[src/rtl/cfg_chain_master.sv]
// ---------------------------------------------------------------------------
// cfg_chain_master
//
// Host-side driver for the serial configuration chain of the stream cipher
// core. A parallel configuration word {a_mux, d_en, taps, seed} is shifted
// LSB-first into the slave over exactly CFG_LEN clocks with cfg_en held high.
// During the same pass the slave's previous contents are captured from its
// serial output, so every pass also gives a readback of the old configuration.
//
// Optional feature (macro CFG_CHAIN_VERIFY_EN):
//   After the first pass and its gap, a second pass re-writes the same word
//   and captures it back. A mismatch sets verify_err, which is held until the
//   next accepted start. rd_data still reports the first-pass capture.
//
// Ports:
//   clk         clock
//   rst         asynchronous active-high reset
//   start       request a configuration pass (sampled only in IDLE)
//   wr_data     configuration word to load, bit 0 shifted first
//   rd_data     slave contents captured during the last completed pass
//   busy        high from the cycle after start is accepted until done
//   done        one-cycle pulse at the end of a pass
//   cfg_en      slave chain enable
//   cfg_sdo     serial data to the slave (slave cfg_i)
//   cfg_sdi     serial data from the slave (slave cfg_o)
//   verify_err  readback mismatch flag (only with CFG_CHAIN_VERIFY_EN)
// ---------------------------------------------------------------------------
module cfg_chain_master #(
  parameter int M          = 32,
  parameter int CFG_LEN    = 2*M+2,
  parameter int GAP_CYCLES = 2
) (
  input  logic               clk,
  input  logic               rst,
  input  logic               start,
  input  logic [CFG_LEN-1:0] wr_data,
  output logic [CFG_LEN-1:0] rd_data,
  output logic               busy,
  output logic               done,
  output logic               cfg_en,
  output logic               cfg_sdo,
  input  logic               cfg_sdi
`ifdef CFG_CHAIN_VERIFY_EN
  ,
  output logic               verify_err
`endif
);

  // The counter is shared between the shift phase and the gap phase, so
  // GAP_CYCLES is expected to be no larger than CFG_LEN.
  localparam int CW = $clog2(CFG_LEN+1);
  localparam logic [CW-1:0] LAST_BIT = CW'(CFG_LEN-1);
  localparam logic [CW-1:0] LAST_GAP = CW'(GAP_CYCLES-1);
  localparam logic [CW-1:0] CNT_ONE  = CW'(1);

  typedef enum logic [1:0] {
    IDLE  = 2'd0,
    SHIFT = 2'd1,
    GAP   = 2'd2,
    DONE  = 2'd3
  } state_t;

  state_t               state_q,   state_d;
  logic [CW-1:0]        cnt_q,     cnt_d;
  logic [CFG_LEN-1:0]   tx_sr_q,   tx_sr_d;
  logic [CFG_LEN-1:0]   rx_sr_q,   rx_sr_d;
  logic [CFG_LEN-1:0]   rd_data_q, rd_data_d;
  logic                 cfg_en_q,  cfg_en_d;
  logic                 cfg_sdo_q, cfg_sdo_d;
  logic                 busy_q,    busy_d;
  logic                 done_q,    done_d;
`ifdef CFG_CHAIN_VERIFY_EN
  logic                 second_q,     second_d;
  logic [CFG_LEN-1:0]   rx_first_q,   rx_first_d;
  logic                 verify_err_q, verify_err_d;
`endif

  // Next-state and next-output logic.
  // tx_sr rotates rather than shifting in zeros: after CFG_LEN shifts it holds
  // the latched word again, which the verify pass re-sends and compares to.
  // cfg_sdo is registered, so each SHIFT edge loads the bit that the slave
  // will sample on the following edge (tx_sr_q[1] before the rotation).
  always_comb begin
    state_d   = state_q;
    cnt_d     = cnt_q;
    tx_sr_d   = tx_sr_q;
    rx_sr_d   = rx_sr_q;
    rd_data_d = rd_data_q;
    cfg_en_d  = cfg_en_q;
    cfg_sdo_d = cfg_sdo_q;
    busy_d    = busy_q;
    done_d    = 1'b0;
`ifdef CFG_CHAIN_VERIFY_EN
    second_d     = second_q;
    rx_first_d   = rx_first_q;
    verify_err_d = verify_err_q;
`endif

    case (state_q)
      IDLE: begin
        if (start) begin
          state_d   = SHIFT;
          tx_sr_d   = wr_data;
          cnt_d     = '0;
          cfg_en_d  = 1'b1;
          cfg_sdo_d = wr_data[0];
          busy_d    = 1'b1;
`ifdef CFG_CHAIN_VERIFY_EN
          second_d     = 1'b0;
          verify_err_d = 1'b0;
`endif
        end
      end

      SHIFT: begin
        tx_sr_d   = {tx_sr_q[0], tx_sr_q[CFG_LEN-1:1]};
        rx_sr_d   = {cfg_sdi, rx_sr_q[CFG_LEN-1:1]};
        cnt_d     = cnt_q + CNT_ONE;
        cfg_sdo_d = tx_sr_q[1];
        if (cnt_q == LAST_BIT) begin
          state_d   = GAP;
          cnt_d     = '0;
          cfg_en_d  = 1'b0;
          cfg_sdo_d = 1'b0;
        end
      end

      GAP: begin
        cnt_d = cnt_q + CNT_ONE;
        if (cnt_q == LAST_GAP) begin
          cnt_d   = '0;
          state_d = DONE;
`ifdef CFG_CHAIN_VERIFY_EN
          if (!second_q) begin
            state_d    = SHIFT;
            second_d   = 1'b1;
            rx_first_d = rx_sr_q;
            cfg_en_d   = 1'b1;
            cfg_sdo_d  = tx_sr_q[0];
          end
`endif
        end
      end

      DONE: begin
        state_d = IDLE;
        done_d  = 1'b1;
        busy_d  = 1'b0;
`ifdef CFG_CHAIN_VERIFY_EN
        rd_data_d    = rx_first_q;
        verify_err_d = (rx_sr_q != tx_sr_q);
`else
        rd_data_d = rx_sr_q;
`endif
      end

      default: begin
        state_d = IDLE;
      end
    endcase
  end

  // State and output registers. Every output is a flop cleared by the
  // asynchronous reset, so a reset mid-pass drops cfg_en immediately.
  always_ff @(posedge clk or posedge rst) begin
    if (rst) begin
      state_q   <= IDLE;
      cnt_q     <= '0;
      tx_sr_q   <= '0;
      rx_sr_q   <= '0;
      rd_data_q <= '0;
      cfg_en_q  <= 1'b0;
      cfg_sdo_q <= 1'b0;
      busy_q    <= 1'b0;
      done_q    <= 1'b0;
`ifdef CFG_CHAIN_VERIFY_EN
      second_q     <= 1'b0;
      rx_first_q   <= '0;
      verify_err_q <= 1'b0;
`endif
    end else begin
      state_q   <= state_d;
      cnt_q     <= cnt_d;
      tx_sr_q   <= tx_sr_d;
      rx_sr_q   <= rx_sr_d;
      rd_data_q <= rd_data_d;
      cfg_en_q  <= cfg_en_d;
      cfg_sdo_q <= cfg_sdo_d;
      busy_q    <= busy_d;
      done_q    <= done_d;
`ifdef CFG_CHAIN_VERIFY_EN
      second_q     <= second_d;
      rx_first_q   <= rx_first_d;
      verify_err_q <= verify_err_d;
`endif
    end
  end

  assign rd_data = rd_data_q;
  assign busy    = busy_q;
  assign done    = done_q;
  assign cfg_en  = cfg_en_q;
  assign cfg_sdo = cfg_sdo_q;
`ifdef CFG_CHAIN_VERIFY_EN
  assign verify_err = verify_err_q;
`endif

endmodule

[config.mk]
export PLATFORM = sky130hd
export DESIGN_NAME = cfg_chain_master
export DESIGN_NICKNAME = d
export VERILOG_FILES = /design/src/rtl/cfg_chain_master.sv
export SDC_FILE = /design/constraint.sdc
export NUM_CORES = 1
export LEC_CHECK = 0
export CAP_MARGIN = 5
export CORE_MARGIN = 2
export CORE_UTILIZATION = 58
export CTS_BUF_LIST = sky130_fd_sc_hd__clkbuf_8
export CTS_CLUSTER_SIZE = 24
export DETAILED_ROUTE_END_ITERATION = 8
export GPL_ROUTABILITY_DRIVEN = 0
export GPL_TIMING_DRIVEN = 0
export PLACE_DENSITY = 0.86
export SYNTH_ARGS = -nofsm -noshare
export SYNTH_HDL_FRONTEND = slang
export SYNTH_SLANG_ARGS = --single-unit
[constraint.sdc]
create_clock -name clk -period 16.8 [get_ports clk]
set_input_delay 1.68 -clock clk [delete_from_list [all_inputs] [get_ports clk]]
set_output_delay 1.68 -clock clk [all_outputs]
set_load 0.02 [all_outputs]
==> results of run 1 <==
-- worst max path at each step --
stage | depth (start not counted) | slack [ns] | end
final | 1 | 13.58 | busy
after global routing | 1 | 13.54 | busy
after CTS | 1 | 13.55 | busy
after detailed placement | 6 | 13.38 | tx_sr_q[14]
after global placement | 2 | 7.29 | tx_sr_q[14]
after floorplan | 1 | 9.35 | busy
-- power groups by stage --
stage	clock [uW]	combinational (uW)	sequential, uW
detailed placement	0	34.1	528
floorplan	0	13.2	526
CTS	462	34.5	519
finish	453	33.6	519
global route	487	37.2	520
global placement	0	31.7	528
-- synthesized netlist by cell type --
cell | instances | area, sq um
or4_1 | 1 | 7.510
or2_1 | 1 | 6.260
ha_1 | 8 | 100.1
buf_4 | 8 | 60.06
nor2_1 | 5 | 18.77
o21ai_0 | 2 | 10.01
buf_2 | 18 | 90.09
clkbuf_1 | 8 | 30.03
nand2_1 | 72 | 270.3
mux2i_2 | 1 | 13.76
inv_1 | 6 | 22.52
mux2i_1 | 66 | 660.6
nand4b_2 | 1 | 15.01
nor3b_4 | 1 | 18.77
nand3_1 | 5 | 25.02
or3_1 | 1 | 6.260
or4b_1 | 1 | 10.01
o211ai_1 | 2 | 15.01
dfrtp_1 | 211 | 5280
xnor2_1 | 2 | 17.52
nand3_2 | 1 | 10.01
mux2_2 | 132 | 1486
a31oi_2 | 1 | 12.51
a31oi_1 | 1 | 6.260
nand2b_1 | 1 | 6.260
a41oi_1 | 1 | 8.760
o21bai_1 | 1 | 7.510
a21oi_1 | 7 | 35.03
o22ai_1 | 1 | 6.260
nor4_2 | 1 | 12.51
buf_1 | 2 | 7.510
a21oi_2 | 1 | 8.760
nor2b_1 | 2 | 12.51
o31ai_1 | 1 | 7.510
nor3_1 | 1 | 5.000
mux2_1 | 1 | 11.26
buf_6 | 1 | 11.26
o21ai_1 | 69 | 345.3
-- cells in the final DEF (no fill, tap or decap), drive strengths merged, types with 21 or more instances in the layout --
cell type      instances
nand2                 72
buf                   30
dfrtp                211
mux2                 133
clkdlybuf4s50        139
o21ai                 71
mux2i                 67
clkbuf                55
inv                   21
-- state kept, by name, summed over array words and instances, names as in the netlist --
register,cells
busy,1
cfg_en,1
cfg_sdo,1
cnt_q,7
done,1
rd_data,66
rx_sr_q,66
state_q,2
tx_sr_q,66
-- final cells by class --
| type | count | area [sq um] |
|---|---|---|
| Clock buffer | 47 | 646.9 |
| Buffer | 37 | 198.9 |
| Tap cell | 184 | 230.2 |
| Multi-Input combinational cell | 391 | 3177 |
| Sequential cell | 211 | 5280 |
| Clock inverter | 16 | 76.32 |
| Inverter | 6 | 30.03 |
| Fill cell | 926 | 3531 |
| Timing Repair Buffer | 140 | 1419 |
-- cells by family after synthesis --
logic type,Yosys count
compound gates,87
xor+xnor,2
fa+ha+maj,8
buf+inv,43
flops,211
mux,200
simple gates,94
-- through the flow --
stage / cell area (sq um) / setup slack, ns / cells / power [uW]
2_1_floorplan: 8678 / 9.354 / 645 / 539.5
3_3_place_gp: 10300 / 7.291 / 968 / 559.4
3_5_place_dp: 10330 / 13.38 / 969 / 562.2
4_1_cts: 11060 / 13.55 / 1032 / 1016
5_1_grt: 11060 / 13.54 / 1032 / 1044
6_report: 11060 / 13.58 / 1032 / 1006
-- routing by layer --
layer  wire, um  track usage (%)
met5          0                0
met4        546            9.308
met3        634            4.977
met1       7427            29.76
met2       9392            40.99
==> flow_summary.ini, run 1 <==
[timing]
finClkSkew_ns = 0.02138
fin_crit_sh_pct = 19.15
final_max_slew_viol_count = 0
worst_slew_pin_slew_ns = 0.8029
fmax_ghz = 0.3109
setup_viol = 0
hold_viol_final = 0
relSlewSlack_pct = 46.47
rsz0062_at_grt = false
finalSetupTns_ns = 0
hold-worst-slack_ns = 0.4874
layout_min_cycle_time_ns = 3.217

[logic_synthesis]
yosysSeqAreaShare_pct = 60.84
synthXorXnorAreaFrac_pct = 0.2018
synth_mux_area_share_pct = 25.03
synth_seq_cells = 211
avgSynthCellArea_sq_um = 13.45
yosysUniqueCellTypes = 38
synth_area_sq_um = 8678
synthAdderAreaFrac_pct = 1.153
ys_warn_count = 0
synth_compound_area_share_pct = 5.334
syn_nets = 723
yosys.area_share.simple_pct = 4.888
synth_top_family_by_area = multiplexers
postSynthCellCount = 645

[global_routing]
grt_usage_pct = 23.80
grt_pass1_wl_um = 30680
grt-ovfl-total = 0
antenna_found_initial = 0
grt_start_max_net_pins = 120
grt_pass1_vias = 6241

[critical_path]
path_buf_inv = 1
crit_family = buffers and inverters
required_ns = 15.12
reg2reg_depth = 7
criticalPathCategory = register to primary output
slowest_delay_ns = 0.66
cp_max_fo = 3
r2r-start = state_q[0]
arrival_ns = 1.54
end_kind = primary output
slowest_stage = clkdlybuf4s50_1
cp-startpoint = busy
start_kind = register
r2r-end = tx_sr_q[11]
crit_chain = clkdlybuf4s50_1
r2r_slack_ns = 14.64

[hold_path]
hold_path_class = register to register
min_from = tx_sr_q[38]
min_to = tx_sr_q[38]
hold_depth = 2

[placed_design]
port_buffers = 139
dpl.hpwl_um = 12210

[pwr]
power_density_nw_per_um2 = 90.97
seqPwrFrac_pct = 51.6
total_switching_power_uw = 220.3
p_clk_share_pct = 45.1
vdd_drop_max_uv = 72.51
power_leakage_uw = 0.005582
p_int_uw = 785.6
comb_power_share_pct = 3.3
swShare_pct = 21.90

[floorplan]
top_level_ports = 140
rows = 44
core_area_sq_um = 14590
initial_utilization_pct = 59.49
dieHeight_um = 126.3
die-area_sq_um = 15960
chipWidth_um = 126.3

[clock_network]
ctsResizeCount = 0
clock_path_buffers = 3
clk_pin_slew_ns = 0.06
clock-sinks = 211
insertion_delay_ns = 0.52
numCtsBuffers = 36
cts_root_buf = clkbuf_8
cts_tree = yes
cts_setup_buffers = 0
htreeDepth = 2
cts_hold_buf = 0

[cells_and_area]
drive_gt1_share_pct = 25.83
num_antenna_cells = 0
nets = 901
final_core_util_pct = 75.80
area_delta_synth_final_pct = 27.42

[routing]
via_per_inst = 5.437
ant_nets = 0
drc = 0
drtPass1Iterations = 5
avgRoutedWirePerCell_um = 17.44
drt_iter0_markers = 307
num_vias = 5611
routed_wl_um = 18000

[job]
maxCapViolations = 0

[status]
status = complete, no violations
No activity file was read; power rests on OpenSTA's default activity.
==> inputs of run 2 (changes only) <==
- CORE_UTILIZATION: 58 -> 50
- PLACE_DENSITY: 0.86 -> 0.78
- clock period: 16.8 -> 2.6 ns (I/O delays scaled with it)
==> flow_summary.ini, run 2 (synthesis gave the netlist of run 1 again) <==
[cells_and_area]
nets = 905
final_cell_mix = dfrtp_1, clkdlybuf4s50_1, mux2_2
area_delta_synth_final_pct = 28.20
drive_gt1_share_pct = 25.50
stdcell_area_sq_um = 11130
layout.cells.most_common = dfrtp_1
num_antenna_cells = 0

[routing]
drt_iter0_markers = 180
ant_nets = 0
drtPass1Iterations = 4
num_vias = 5632
routed_wl_um = 17410
via_per_inst = 5.234
avgRoutedWirePerCell_um = 16.18
drc = 0

[clock_network]
cts_root_buf = clkbuf_8
clock_path_buffers = 3
clk_pin_slew_ns = 0.06
ctsResizeCount = 0
cts_hold_buf = 0
htreeDepth = 2
clock-sinks = 211
insertion_delay_ns = 0.50
numCtsBuffers = 36
cts_setup_buffers = 0
cts_tree = yes

[critical_path]
crit_chain = inv_1 -> ha_1 -> mux2i_2 -> buf_4 -> buf_2 -> nand2_1 -> o21ai_1
required_ns = 3.02
arrival_ns = 2.50
cp_max_fo = 10
slowest_delay_ns = 0.52
start_kind = register
r2r_slack_ns = 0.51
criticalPathCategory = register to register
slowest_stage = mux2i_2
end_kind = register

[hold_path]
hold_path_class = input pin to async pin

[floorplan]
top_level_ports = 140
chipWidth_um = 135.7
core_area_sq_um = 17120
initial_utilization_pct = 50.70
dieHeight_um = 135.7
rows = 48
die-area_sq_um = 18430

[status]
status = complete, no violations

[pwr]
total_switching_power_uw = 1371
p_int_uw = 4951
vdd_drop_max_uv = 398.8
comb_power_share_pct = 3.6
power_density_nw_per_um2 = 568.2
power_leakage_uw = 0.005591
seqPwrFrac_pct = 53.1
p_clk_share_pct = 43.3
swShare_pct = 21.68

[global_routing]
grt_usage_pct = 19.24
grt_pass1_vias = 5815
grt-ovfl-total = 0
grt_start_max_net_pins = 48
grt_pass1_wl_um = 28660
antenna_found_initial = 0

[timing]
final_max_slew_viol_count = 0
hold_viol_final = 0
fmax_ghz = 0.4795
layout_min_cycle_time_ns = 2.085
hold-worst-slack_ns = 0.1411
rsz0062_at_grt = false
finClkSkew_ns = 0.01533
relSlewSlack_pct = 61.94
fin_crit_sh_pct = 80.21
worst_slew_pin_slew_ns = 0.5709
finalSetupTns_ns = 0
setup_viol = 0

[placed_design]
placed_area_sq_um = 10460
dpl.hpwl_um = 12360
port_buffers = 139

[job]
maxCapViolations = 0
-- run 2: changes by cell type in the layout (fill, tap and decap cells not counted) --
cell / change
inv_6: -3
clkinv_2: -1
inv_8: -1
clkbuf_8: -4
buf_12: +5
buf_16: -1
clkinvlp_4: +3
inv_1: +5
-- run 2: worst max-delay path, delay by kind of cell (launching register included) --
kind	cells	cell delay [ns]
buffers and inverters	3	0.63
AOI/OAI and AO/OA	1	0.08
adders and majority gates	1	0.26
and+or+nand+nor	1	0.08
muxes	1	0.52
DFF	1	0.41
-- run 2: path summary, 6_finish.rpt --
| path | depth (start not counted) | to | from |
|---|---|---|---|
| worst max-delay path | 7 | tx_sr_q[55] | state_q[0] |
| min in group clk | 3 | tx_sr_q[59] | wr_data[59] |
| max in group asynchronous | 4 | tx_sr_q[19] | rst |
| worst min-delay path | 2 | rd_data[33] | rst |
| worst min register to register | 2 | tx_sr_q[58] | tx_sr_q[58] |
| worst max register to register | 7 | tx_sr_q[55] | state_q[0] |
-- run 2: layer usage --
layer | GRT usage (%) | share of wire, % | vias up
met1 | 25.02 | 42 | 2834
met3 | 3.779 | 3.8 | 40
met5 | 0 | 0 | -
met4 | 7.928 | 2.7 | 0
li1 | - | - | 2633
met2 | 31.76 | 51 | 125
-- run 2: through the flow --
stage | std cells | worst slack, ns | utilization [%] | total power, uW
after floorplan | 645 | -0.4022 | - | 3487
after global routing | 1076 | 0.3207 | 65.00 | 6604
after CTS | 1076 | 0.5017 | 65.00 | 6425
final | 1076 | 0.5147 | 65.00 | 6322
after detailed placement | 1014 | 0.5206 | 61.08 | 3646
after global placement | 1009 | -1.770 | 60.50 | 3617
-- run 2: cell type report --
type	count	area (sq um)
plain buffers	37	198.9
clock buffers	43	591.8
clock inverters	19	78.83
fillers	1313	5991
inverters	6	26.28
multi-input cells	391	3177
flip-flops and latches	211	5280
well taps	225	281.5
repair buffers	144	1491
-- run 2: power groups by stage --
stage / clock network, uW / registers, uW / logic (uW)
detailed placement: 0 / 3410 / 233
global route: 3000 / 3360 / 251
CTS: 2840 / 3350 / 234
global placement: 0 / 3410 / 206
finish: 2740 / 3360 / 227
floorplan: 0 / 3400 / 85.7
